[src/rtl/morse_round_ctrl_if.sv]
// Pattern-ROM and ten-second-timer bus for the Morse round sequencer.
//   rom_addr    : controller -> ROM, address of the expected code
//   rom_data    : ROM -> controller, expected code (valid one cycle after rom_addr)
//   tmr_en      : controller -> timer, count enable for the answer window
//   tmr_clr     : controller -> timer, clears the timer chain
//   tmr_timeout : timer -> controller, ten-second window expired
// master = round controller side, slave = ROM/timer side.
interface morse_round_ctrl_if #(
  parameter int ROM_AW = 5
);
  logic [ROM_AW-1:0] rom_addr;
  logic [3:0]        rom_data;
  logic              tmr_en;
  logic              tmr_clr;
  logic              tmr_timeout;

  modport master (
    output rom_addr, tmr_en, tmr_clr,
    input  rom_data, tmr_timeout
  );

  modport slave (
    input  rom_addr, tmr_en, tmr_clr,
    output rom_data, tmr_timeout
  );
endinterface

[src/rtl/morse_round_ctrl.sv]
// Morse game round sequencer: fetches the expected code for each round,
// opens a ten-second answer window, judges the answer or timeout, and keeps
// score and lives until the game ends.
// Ports:
//   clk, rst          : system clock, synchronous active-high reset
//   bus (master)      : pattern ROM address/data and timer enable/clear/timeout
//   start_i           : one-cycle game start pulse (IDLE/OVER only)
//   ans_valid_i       : one-cycle pulse qualifying ans_code_i
//   ans_code_i        : player's decoded symbol code
//   busy_o            : game in progress (not IDLE/OVER)
//   round_done_o      : one-cycle pulse at the end of each round
//   result_correct_o  : verdict of the last judged round
//   score_o, lives_o  : correct answers (saturating) and remaining lives
//   game_over_o       : game has ended
//
// state  | meaning
// IDLE   | after reset, waiting for start
// FETCH  | rom_addr holds round index, timer cleared
// LOAD   | capture expected code, timer cleared
// WAIT   | answer window open, timer counting
// JUDGE  | apply verdict to score/lives
// NEXT   | round_done pulse, decide next round or game end
// OVER   | game ended, results held until start
module morse_round_ctrl #(
  parameter int ROM_AW      = 5,
  parameter int NUM_ROUNDS  = 16,
  parameter int START_LIVES = 3
) (
  input  logic                clk,
  input  logic                rst,
  morse_round_ctrl_if.master  bus,
  input  logic                start_i,
  input  logic                ans_valid_i,
  input  logic [3:0]          ans_code_i,
  output logic                busy_o,
  output logic                round_done_o,
  output logic                result_correct_o,
  output logic [7:0]          score_o,
  output logic [1:0]          lives_o,
  output logic                game_over_o
);

  typedef enum logic [2:0] {
    S_IDLE, S_FETCH, S_LOAD, S_WAIT, S_JUDGE, S_NEXT, S_OVER
  } state_t;

  // one extra bit so the round counter can reach NUM_ROUNDS == 2^ROM_AW
  localparam int            RW         = ROM_AW + 1;
  localparam logic [RW-1:0] LAST_ROUND = RW'(NUM_ROUNDS);
  localparam logic [1:0]    INIT_LIVES = 2'(START_LIVES);

  state_t            state_q;
  logic [ROM_AW-1:0] rom_addr_q;
  logic [RW-1:0]     round_q;
  logic [3:0]        expected_q;
  logic              verdict_q;
  logic [7:0]        score_q;
  logic [1:0]        lives_q;
  logic              result_q;
  logic              tmr_en_q;
  logic              tmr_clr_q;
  logic              busy_q;
  logic              round_done_q;
  logic              game_over_q;
  logic              verdict_d;

  // a timeout without an answer leaves ans_valid_i low, which yields "wrong"
  assign verdict_d = ans_valid_i && (ans_code_i == expected_q);

  always_ff @(posedge clk) begin
    if (rst) begin
      state_q      <= S_IDLE;
      rom_addr_q   <= '0;
      round_q      <= '0;
      expected_q   <= '0;
      verdict_q    <= 1'b0;
      score_q      <= '0;
      lives_q      <= '0;
      result_q     <= 1'b0;
      tmr_en_q     <= 1'b0;
      tmr_clr_q    <= 1'b0;
      busy_q       <= 1'b0;
      round_done_q <= 1'b0;
      game_over_q  <= 1'b0;
    end else begin
      case (state_q)
        S_IDLE, S_OVER: begin
          if (start_i) begin
            score_q     <= '0;
            lives_q     <= INIT_LIVES;
            round_q     <= '0;
            rom_addr_q  <= '0;
            result_q    <= 1'b0;
            tmr_clr_q   <= 1'b1;
            busy_q      <= 1'b1;
            game_over_q <= 1'b0;
            state_q     <= S_FETCH;
          end
        end
        S_FETCH: state_q <= S_LOAD;
        S_LOAD: begin
          expected_q <= bus.rom_data;
          tmr_clr_q  <= 1'b0;
          tmr_en_q   <= 1'b1;
          state_q    <= S_WAIT;
        end
        S_WAIT: begin
          if (ans_valid_i || bus.tmr_timeout) begin
            verdict_q <= verdict_d;
            tmr_en_q  <= 1'b0;
            state_q   <= S_JUDGE;
          end
        end
        S_JUDGE: begin
          if (verdict_q) begin
            if (score_q != 8'hFF) score_q <= score_q + 8'd1;
          end else if (lives_q != 2'd0) begin
            lives_q <= lives_q - 2'd1;
          end
          result_q     <= verdict_q;
          round_q      <= round_q + 1'b1;
          round_done_q <= 1'b1;
          state_q      <= S_NEXT;
        end
        S_NEXT: begin
          round_done_q <= 1'b0;
          if (lives_q == 2'd0 || round_q == LAST_ROUND) begin
            busy_q      <= 1'b0;
            game_over_q <= 1'b1;
            state_q     <= S_OVER;
          end else begin
            rom_addr_q <= round_q[ROM_AW-1:0];
            tmr_clr_q  <= 1'b1;
            state_q    <= S_FETCH;
          end
        end
        default: state_q <= S_IDLE;
      endcase
    end
  end

  assign bus.rom_addr     = rom_addr_q;
  assign bus.tmr_en       = tmr_en_q;
  assign bus.tmr_clr      = tmr_clr_q;
  assign busy_o           = busy_q;
  assign round_done_o     = round_done_q;
  assign result_correct_o = result_q;
  assign score_o          = score_q;
  assign lives_o          = lives_q;
  assign game_over_o      = game_over_q;

endmodule
[src/flat_wrapper.sv]
// flat-port wrapper written by rule: the top's interface ports become plain ports
module morse_round_ctrl_flat 
#(
  parameter int ROM_AW      = 5,
  parameter int NUM_ROUNDS  = 16,
  parameter int START_LIVES = 3
)
  (clk, rst, start_i, ans_valid_i, ans_code_i, busy_o, round_done_o, result_correct_o, score_o, lives_o, game_over_o, bus_rom_addr, bus_tmr_en, bus_tmr_clr, bus_rom_data, bus_tmr_timeout);
  morse_round_ctrl_if #(.ROM_AW(ROM_AW)) bus_i ();
  input  logic clk;
  input  logic rst;
  input  logic start_i;
  input  logic ans_valid_i;
  input  logic [3:0] ans_code_i;
  output logic busy_o;
  output logic round_done_o;
  output logic result_correct_o;
  output logic [7:0] score_o;
  output logic [1:0] lives_o;
  output logic game_over_o;
  output wire logic [$bits(bus_i.rom_addr)-1:0] bus_rom_addr;
  output wire logic [$bits(bus_i.tmr_en)-1:0] bus_tmr_en;
  output wire logic [$bits(bus_i.tmr_clr)-1:0] bus_tmr_clr;
  input wire logic [$bits(bus_i.rom_data)-1:0] bus_rom_data;
  input wire logic [$bits(bus_i.tmr_timeout)-1:0] bus_tmr_timeout;
  assign bus_rom_addr = bus_i.rom_addr;
  assign bus_tmr_en = bus_i.tmr_en;
  assign bus_tmr_clr = bus_i.tmr_clr;
  assign bus_i.rom_data = bus_rom_data;
  assign bus_i.tmr_timeout = bus_tmr_timeout;
  morse_round_ctrl #(.ROM_AW(ROM_AW), .NUM_ROUNDS(NUM_ROUNDS), .START_LIVES(START_LIVES)) u_core (.clk(clk), .rst(rst), .bus(bus_i), .start_i(start_i), .ans_valid_i(ans_valid_i), .ans_code_i(ans_code_i), .busy_o(busy_o), .round_done_o(round_done_o), .result_correct_o(result_correct_o), .score_o(score_o), .lives_o(lives_o), .game_over_o(game_over_o));
endmodule
[config.mk]
export PLATFORM = sky130hd
export DESIGN_NAME = morse_round_ctrl_flat
export DESIGN_NICKNAME = d
export VERILOG_FILES = /design/src/rtl/morse_round_ctrl_if.sv /design/src/rtl/morse_round_ctrl.sv /design/src/flat_wrapper.sv
export SDC_FILE = /design/constraint.sdc
export NUM_CORES = 1
export LEC_CHECK = 0
export CAP_MARGIN = 15
export CORE_ASPECT_RATIO = 1.1
export CORE_MARGIN = 5
export CORE_UTILIZATION = 55
export DETAILED_ROUTE_END_ITERATION = 7
export PLACE_DENSITY = 0.84
export SLEW_MARGIN = 20
export SYNTH_ARGS = -nofsm -noshare
export SYNTH_HDL_FRONTEND = slang
export SYNTH_SLANG_ARGS = --single-unit
[constraint.sdc]
create_clock -name clk -period 5.2 [get_ports clk]
set_clock_uncertainty 0.1 [all_clocks]
set_input_delay 1.04 -clock clk [delete_from_list [all_inputs] [get_ports clk]]
set_output_delay 1.04 -clock clk [all_outputs]
set_load 0.005 [all_outputs]
==> results of run 1 <==
cell usage after synthesis (4+ instances only):
cell type | number | area share
a21oi_1 | 15 | 0.043
a31oi_1 | 4 | 0.014
buf_6 | 5 | 0.032
clkbuf_1 | 5 | 0.011
dfxtp_1 | 35 | 0.40
ha_1 | 4 | 0.029
inv_1 | 8 | 0.017
mux2i_1 | 9 | 0.052
nand2_1 | 11 | 0.024
nand3_1 | 11 | 0.032
nor2_1 | 16 | 0.034
nor3_1 | 9 | 0.026
o21ai_0 | 6 | 0.017
xor2_1 | 4 | 0.020
report_power, final:
part	leakage, nW	total, mW	switching, mW	internal (mW)
logic	0.399	0.0811	0.0403	0.0408
registers	0.284	0.291	0.0128	0.278
clock network	0.0386	0.172	0.0927	0.0796
state kept, by name, indices dropped and copies added, names as in the netlist, 2 cells and up:
| signal | flops |
|---|---|
| u_core.score_o | 8 |
| u_core.round_q | 6 |
| u_core.bus.rom_addr | 5 |
| u_core.expected_q | 4 |
| u_core.state_q | 3 |
| u_core.lives_o | 2 |
stage by stage:
stage          cells  total power [mW]  hold WS [ns]  area, µm²
2_1_floorplan    190             0.352         0.364       1740
3_3_place_gp     246             0.373         0.363       2040
3_5_place_dp     246             0.377         0.372       2040
4_1_cts          254             0.547         0.403       2100
5_1_grt          254             0.572         0.417       2100
6_report         254             0.544         0.398       2100
cell usage in the layout, fill, tap and decap left out, types with 5 or more instances in the layout:
cell / n
dfxtp_1: 35
clkdlybuf4s50_1: 33
nor2_1: 16
a21oi_1: 15
nand3_1: 11
nand2_1: 11
mux2i_1: 9
nor3_1: 9
inv_1: 8
o21ai_0: 6
clkbuf_4: 5
worst max-delay path, cell delays in order:
cell             delay [ns]
clkdlybuf4s50_1        1.16
nand2b_4               0.35
o21ba_1                0.15
cell type report:
type / instances / area [µm²]
Sequential cell: 35 / 701
Fill cell: 240 / 943
Multi-Input combinational cell: 136 / 932
Timing Repair Buffer: 33 / 330
Inverter: 8 / 30.0
Tap cell: 34 / 42.5
Clock buffer: 8 / 68.8
worst min-delay path by stage:
stage                                       start                       to  slack [ns]  depth (start not counted)
after floorplan           u_core.result_correct_o  u_core.result_correct_o        0.36                          2
after global placement    u_core.result_correct_o  u_core.result_correct_o        0.36                          2
after detailed placement       u_core.game_over_o       u_core.game_over_o        0.37                          1
after CTS                     u_core.round_done_o      u_core.round_done_o        0.40                          2
after global routing           u_core.game_over_o       u_core.game_over_o        0.42                          1
final                         u_core.round_done_o      u_core.round_done_o        0.40                          2
logic make-up after synthesis:
logic type,after synthesis,synth area share
xor gates and xnor gates,5,0.0251
muxes,9,0.0517
AOI/OAI and AO/OA,44,0.172
buffers and inverters,19,0.0632
and+or+nand+nor,73,0.252
DFF,35,0.402
adders and majority gates,5,0.0345
per-layer routing:
layer / GRT usage / part of all wire / vias up
li1: - / - / 743
met1: 0.209 / 0.41 / 699
met2: 0.325 / 0.51 / 52
met3: 0.0633 / 0.059 / 12
met4: 0.0924 / 0.024 / 0
met5: 0 / 0 / -
==> metrics.yaml, run 1 <==
outcome: "complete, no violations"
core_area_um2: 3050
gr-total-overflow: 0
drt-initial-drc-count: 98
wirelength_um: 4000
num_vias: 1506
insertion_delay_ns: 0.35
tightest_slew_ns: 1.04
nets: 236
drtAntennaViolNets: 0
min_path_type: "reg2reg"
place_ws_ns: 2.27
drc_errors: 0
setup_tns_ns: 0
syn_avg_cell_area_um2: 9.17
post_cts_buffers: 0
ys.flop_type: "dfxtp_1"
die_area_um2: 4400
regToRegStartpoint: "u_core.state_q[2]"
async_flop_share: 0
ir_drop_v: 0.000245
setup_viol: 0
rsz0062_at_grt: "false"
worstPathMaxFanout: 29
ff2ff_setup_slack_ns: 3.11
drv_slew: 0
cts_buffer_depth: 2
crit_path_end: "u_core.game_over_o"
num_antenna_cells: 0
clock_sinks: 35
place.gp.congestion: 0.771
numCtsBuffers: 5
ys_seq_area_frac: 0.402
maxSlewHeadroom: 0.303
cts_resized: 0
die-width_um: 63.7
io_pins: 34
endpoint_kind: "flip-flop"
critPathKind: "in2reg"
crit_start: "rst"
htree_num_levels: 2
wire_per_inst_um: 15.7
hold_buffers: 0
synth_nets: 207
drive_gt1_frac: 0.0727
postLayoutCoreUtil: 0.690
die_h_um: 69.0
p_leak_nw: 0.722
synth_cell_types: 49
area_growth_pct: 20.7
synth_cells: 190
track_usage: 0.191
powerDensity_nw_per_um2: 259
timing.rr.end: "u_core.lives_o[1]"
ys_seq_elements: 35
fin_crit_sh: 0.493
cts_tree: "built"
netlist_area_um2: 1740
cp_data_arrival_time_ns: 2.71
grt_pass1_wl_um: 6820
hold_violations: 0
synth-edff-count: 0
antenna_found_initial: 0
start_util: 0.572
cp.required_ns: 5.34
viasPerCell: 5.93
grt_max_degree: 30
grt_pass1_vias: 1580
portBuffers: 33
rows: 21
startpoint_type: "primary input"
period_minus_slack_ns: 2.56
first_pass_iters: 4
clkTransAtPathRegs_ns: 0.11
cts_root_buf: "clkbuf_4"
r2r_cells: 4
dp.final_hpwl_um: 2930
fin_ws_ns: 2.64
ys_warn_count: 0
fmax_ghz: 0.390
max_cap_violations: 0
Note: power is estimated with default switching activity, not from simulation.
==> run 2, diff against run 1 <==
Settings changed: CORE_UTILIZATION 55 to 46, PLACE_DENSITY 0.84 to 0.75.
Clock period 5.2 ns to 2.15 ns, I/O delays scaled along.
==> run 2 against run 1 <==
Final cell count up 8.3%. Register-to-register slack worse by 3.0 ns. Via count down 2.4%. Critical path depth up 2. Sequential power up 140%. Critical endpoint is now u_core.score_o[3]. Largest power group unchanged.
==> metrics.yaml, run 2 (synthesized netlist as in run 1, its figures left out) <==
die-width_um: 68.7  # +7.9%
worstPathMaxFanout: 11  # -62%
regArea_um2: 701  # unchanged
portBuffers: 33  # unchanged
period_minus_slack_ns: 2.02
first_pass_iters: 4  # unchanged
powerDensity_nw_per_um2: 651  # +150%
ir_drop_v: 0.000366  # +49%
cts_buffer_depth: 2  # unchanged
fmax_ghz: 0.494
post_cts_buffers: 0  # unchanged
antenna_found_initial: 0  # unchanged
max_cap_violations: 0  # unchanged
placed_area_um2: 2090  # +2.8%
p_leak_nw: 0.760  # +5.3%
die_area_um2: 5120  # +17%
cp.required_ns: 2.26  # -3.08 ns
grt_max_degree: 15  # -50%
min_path_type: "reg2reg"
cp_data_arrival_time_ns: 2.13  # -0.58 ns
area_growth_pct: 25.8
largest_reg_flops: 8  # unchanged
cts_root_buf: "clkbuf_8"
io_pins: 34  # unchanged
viasPerCell: 5.35  # -9.8%
multiInputGateArea_um2: 932  # unchanged
grt_pass1_wl_um: 6200  # -9.1%
postLayoutCoreUtil: 0.600  # -0.0903
wirelength_um: 3760  # -5.9%
num_vias: 1470  # -2.4%
numCtsBuffers: 5  # unchanged
final_common_cell: "dfxtp_1"
tightest_slew_ns: 0.758  # -0.284 ns
hold_violations: 0  # unchanged
start_util: 0.477  # -0.0949
maxSlewHeadroom: 0.493  # +0.190
rows: 23  # +9.5%
cts_resized: 0  # unchanged
rsz0062_at_grt: "false"
drc_errors: 0  # unchanged
dp.final_hpwl_um: 2690  # -8.4%
gr-total-overflow: 0  # unchanged
fin_ws_ns: 0.128  # -2.51 ns
core_area_um2: 3650  # +20%
drtAntennaViolNets: 0  # unchanged
wire_per_inst_um: 13.7  # -13%
setup_viol: 0  # unchanged
cts_tree: "built"
track_usage: 0.164  # -0.0274
fin_area_um2: 2190  # +4.2%
drt-initial-drc-count: 151  # +54%
drv_slew: 0  # unchanged
endpoint_kind: "flip-flop"
insertion_delay_ns: 0.30  # -0.05 ns
die_h_um: 74.6  # +8.0%
num_antenna_cells: 0  # unchanged
drive_gt1_frac: 0.0933  # +0.0206
layout_common_cells: "35 x dfxtp_1, 33 x clkdlybuf4s50_1, 16 x nor2_1"
fillers: 348  # +45%
startpoint_type: "flip-flop"
nets: 241  # +2.1%
place_ws_ns: 0.108  # -2.17 ns
clkTransAtPathRegs_ns: 0.07  # -0.04 ns
fin_crit_sh: 0.941
clock_sinks: 35  # unchanged
htree_num_levels: 2  # unchanged
critPathKind: "reg2reg"
outcome: "complete, no violations"
setup_tns_ns: 0  # unchanged
place.gp.congestion: 0.771  # about the same
grt_pass1_vias: 1359  # -14%
hold_buffers: 0  # unchanged
-- run 2: cell types whose count changed in the layout (fill, tap and decap cells not counted), sizes merged --
cell / previous run / this run
buf: 0 / 5
-- run 2: final timing paths --
check | slack (ns) | depth (start not counted) | start | to
worst min-delay path | 0.37 | 2 | u_core.result_correct_o | u_core.result_correct_o
worst max-delay path | 0.13 | 5 | u_core.score_o[0] | u_core.score_o[3]
worst min register to register | 0.37 | 2 | u_core.result_correct_o | u_core.result_correct_o
worst max register to register | 0.13 | 5 | u_core.score_o[0] | u_core.score_o[3]
-- run 2: per-stage QoR --
stage | instances | power [mW] | hold WS [ns]
after floorplan | 190 | 0.850 | 0.364
after global placement | 267 | 0.911 | 0.361
after detailed placement | 267 | 0.913 | 0.363
after CTS | 275 | 1.44 | 0.373
after global routing | 275 | 1.50 | 0.414
final | 275 | 1.43 | 0.374
-- run 2: per-layer routing --
layer,track usage,vias to the layer above,part of all wire
met5,0,-,0
met4,0.0779,0,0.020
met3,0.0514,6,0.061
met2,0.257,43,0.47
met1,0.203,664,0.45
li1,-,757,-
-- run 2: final cells by class --
| type | instances | share of cell area |
|---|---|---|
| sequential | 35 | 0.319 |
| timing repair buffer | 38 | 0.168 |
| multi-input combinational | 136 | 0.425 |
| clock buffer | 8 | 0.0456 |
| inverter | 8 | 0.0137 |
| tap | 50 | 0.0285 |
-- run 2: where the power goes --
group	internal (mW)	leakage [nW]	total, mW	switching [mW]
Clock	0.292	0.0515	0.531	0.238
Sequential	0.672	0.284	0.701	0.0289
Combinational	0.103	0.425	0.197	0.0941
-- run 2: worst max-delay path, stage by stage, from the launching register on --
cell and delay [ns]:
dfxtp_1 0.41, ha_1 0.27, nand3_1 0.10, o21bai_1 0.61
nand2_1 0.17, a311oi_1 0.27
==> run 3, diff against run 2 <==
Settings changed: CELL_PAD_IN_SITES_DETAIL_PLACEMENT set to 1, CELL_PAD_IN_SITES_GLOBAL_PLACEMENT set to 2, CORE_UTILIZATION 46 to 28, GPL_ROUTABILITY_DRIVEN set to 0, GPL_TIMING_DRIVEN set to 0, PLACE_DENSITY 0.75 to not set, PLACE_DENSITY_LB_ADDON set to 0.1.
==> run 3 against run 2 <==
Die area grew 54%. Global-route usage shrank 3.1 points. Final cell count grew 13%. Sequential power is 2% lower. Final area up 3.7%. Critical path depth up 1. Non-clock buffer count rose by 6. Clock-buffer cell count unchanged. Register-to-register slack better by 0.16 ns. Total power increased by 2.9%. First-iteration DRC count fell by 67%. Routed wire length is 30% higher. Critical path type is now in2reg. Highest routed layer unchanged.
==> metrics.yaml, run 3 (synthesized netlist as in run 1, its figures left out) <==
cp_data_arrival_time_ns: 2.02  # -0.11 ns
grt_max_degree: 11  # -4
portBuffers: 33  # unchanged
io_pins: 34  # unchanged
cp.required_ns: 2.23  # -0.03 ns
nets: 247  # +2.5%
worstPathMaxFanout: 10  # -1
cts_buffer_depth: 2  # unchanged
insertion_delay_ns: 0.29  # about the same
htree_num_levels: 2  # unchanged
fin_crit_sh: 0.900  # -0.0404
setup_tns_ns: 0  # unchanged
hold_buffers: 0  # unchanged
setup_viol: 0  # unchanged
dp.final_hpwl_um: 3650  # +36%
fmax_ghz: 0.517  # +4.5%
gr-total-overflow: 0  # unchanged
first_pass_iters: 4  # unchanged
fin_cells: 311  # +13%
die-width_um: 85.2  # +24%
wirelength_um: 4890  # +30%
start_util: 0.285  # -0.192
core_area_um2: 6120  # +67%
drt-initial-drc-count: 50  # -67%
grt_pass1_vias: 1654  # +22%
busiest_layer: "met2"
viasPerCell: 5.02  # -6.2%
whs_ns: 0.384  # +0.0106 ns
layout_common_cells: "35 x dfxtp_1, 33 x clkdlybuf4s50_1, 16 x nor2_1"
critPathKind: "in2reg"
fillers: 712  # +100%
wire_per_inst_um: 15.7  # +15%
rsz0062_at_grt: "false"
drv_slew: 0  # unchanged
cts_resized: 0  # unchanged
outcome: "complete, no violations"
num_antenna_cells: 0  # unchanged
drc_errors: 0  # unchanged
drive_gt1_frac: 0.0952  # +0.00190
tightest_slew_ns: 0.579  # -0.179 ns
finalPower_mw: 1.47  # +2.9%
drtAntennaViolNets: 0  # unchanged
period_minus_slack_ns: 1.94  # -0.0868 ns
post_cts_buffers: 0  # unchanged
grtUsageMet2: 0.222  # -0.0351
die_area_um2: 7900  # +54%
track_usage: 0.132  # -0.0312
endpoint_kind: "flip-flop"
cts_tree: "built"
p_leak_nw: 0.776  # +2.0%
startpoint_type: "primary input"
antenna_found_initial: 0  # unchanged
dp.cells: 303  # +13%
regArea_um2: 701  # unchanged
rows: 30  # +30%
largest_reg_flops: 8  # unchanged
max_cap_violations: 0  # unchanged
cts_root_buf: "clkbuf_8"
grt_pass1_wl_um: 8370  # +35%
num_vias: 1560  # +6.1%
min_path_type: "reg2reg"
clock_sinks: 35  # unchanged
final_common_cell: "dfxtp_1"
die_h_um: 92.8  # +24%
clkTransAtPathRegs_ns: 0.08  # about the same
area_growth_pct: 30.4
met1_usage: 0.168  # -0.0348
multiInputGateArea_um2: 932  # unchanged
ir_drop_v: 0.000327  # -11%
hold_violations: 0  # unchanged
numCtsBuffers: 5  # unchanged
gr-usage-met3: 0.0338  # -0.0176
postLayoutCoreUtil: 0.372  # -0.229
maxSlewHeadroom: 0.612  # +0.118
powerDensity_nw_per_um2: 646  # -0.77%
==> run 3: path summary, 6_finish.rpt <==
| check | start | endpoint | slack (ns) | cells after the start |
|---|---|---|---|---|
| setup / recovery | start_i | u_core.game_over_o | 0.21 | 6 |
| hold / removal | u_core.result_correct_o | u_core.result_correct_o | 0.38 | 2 |
| setup reg to reg | u_core.state_q[1] | u_core.round_q[3] | 0.29 | 5 |
| hold reg to reg | u_core.result_correct_o | u_core.result_correct_o | 0.38 | 2 |
==> run 3: worst max-delay path: stages <==
cell	delay, ns
clkdlybuf4s50_1	0.59
or4b_4	0.49
buf_6	0.17
nand2b_4	0.07
buf_6	0.12
o21ba_1	0.14
==> run 3: final cells by class <==
| class | count | share of cell area |
|---|---|---|
| inverters | 8 | 0.0132 |
| clock buffers | 8 | 0.0440 |
| multi-input cells | 136 | 0.410 |
| plain buffers | 11 | 0.0352 |
| repair buffers | 33 | 0.145 |
| well taps | 80 | 0.0440 |
| flip-flops and latches | 35 | 0.308 |
==> run 3: power by group <==
group / internal [mW] / switching (mW) / leakage (nW)
registers: 0.672 / 0.0160 / 0.284
clock network: 0.293 / 0.250 / 0.0515
logic: 0.116 / 0.122 / 0.440
==> run 3: routing by layer <==
layer / vias to the layer above / part of all wire
met1: 773 / 0.46
met2: 21 / 0.49
met3: 5 / 0.033
met4: 0 / 0.012
met5: - / 0
li1: 761 / -
==> run 3: stage by stage <==
stage,setup slack [ns],cell area (µm²)
global placement,-0.0908,2170
floorplan,0.445,1740
detailed placement,-0.0871,2170
CTS,0.206,2270
finish,0.215,2270
global route,0.0992,2270
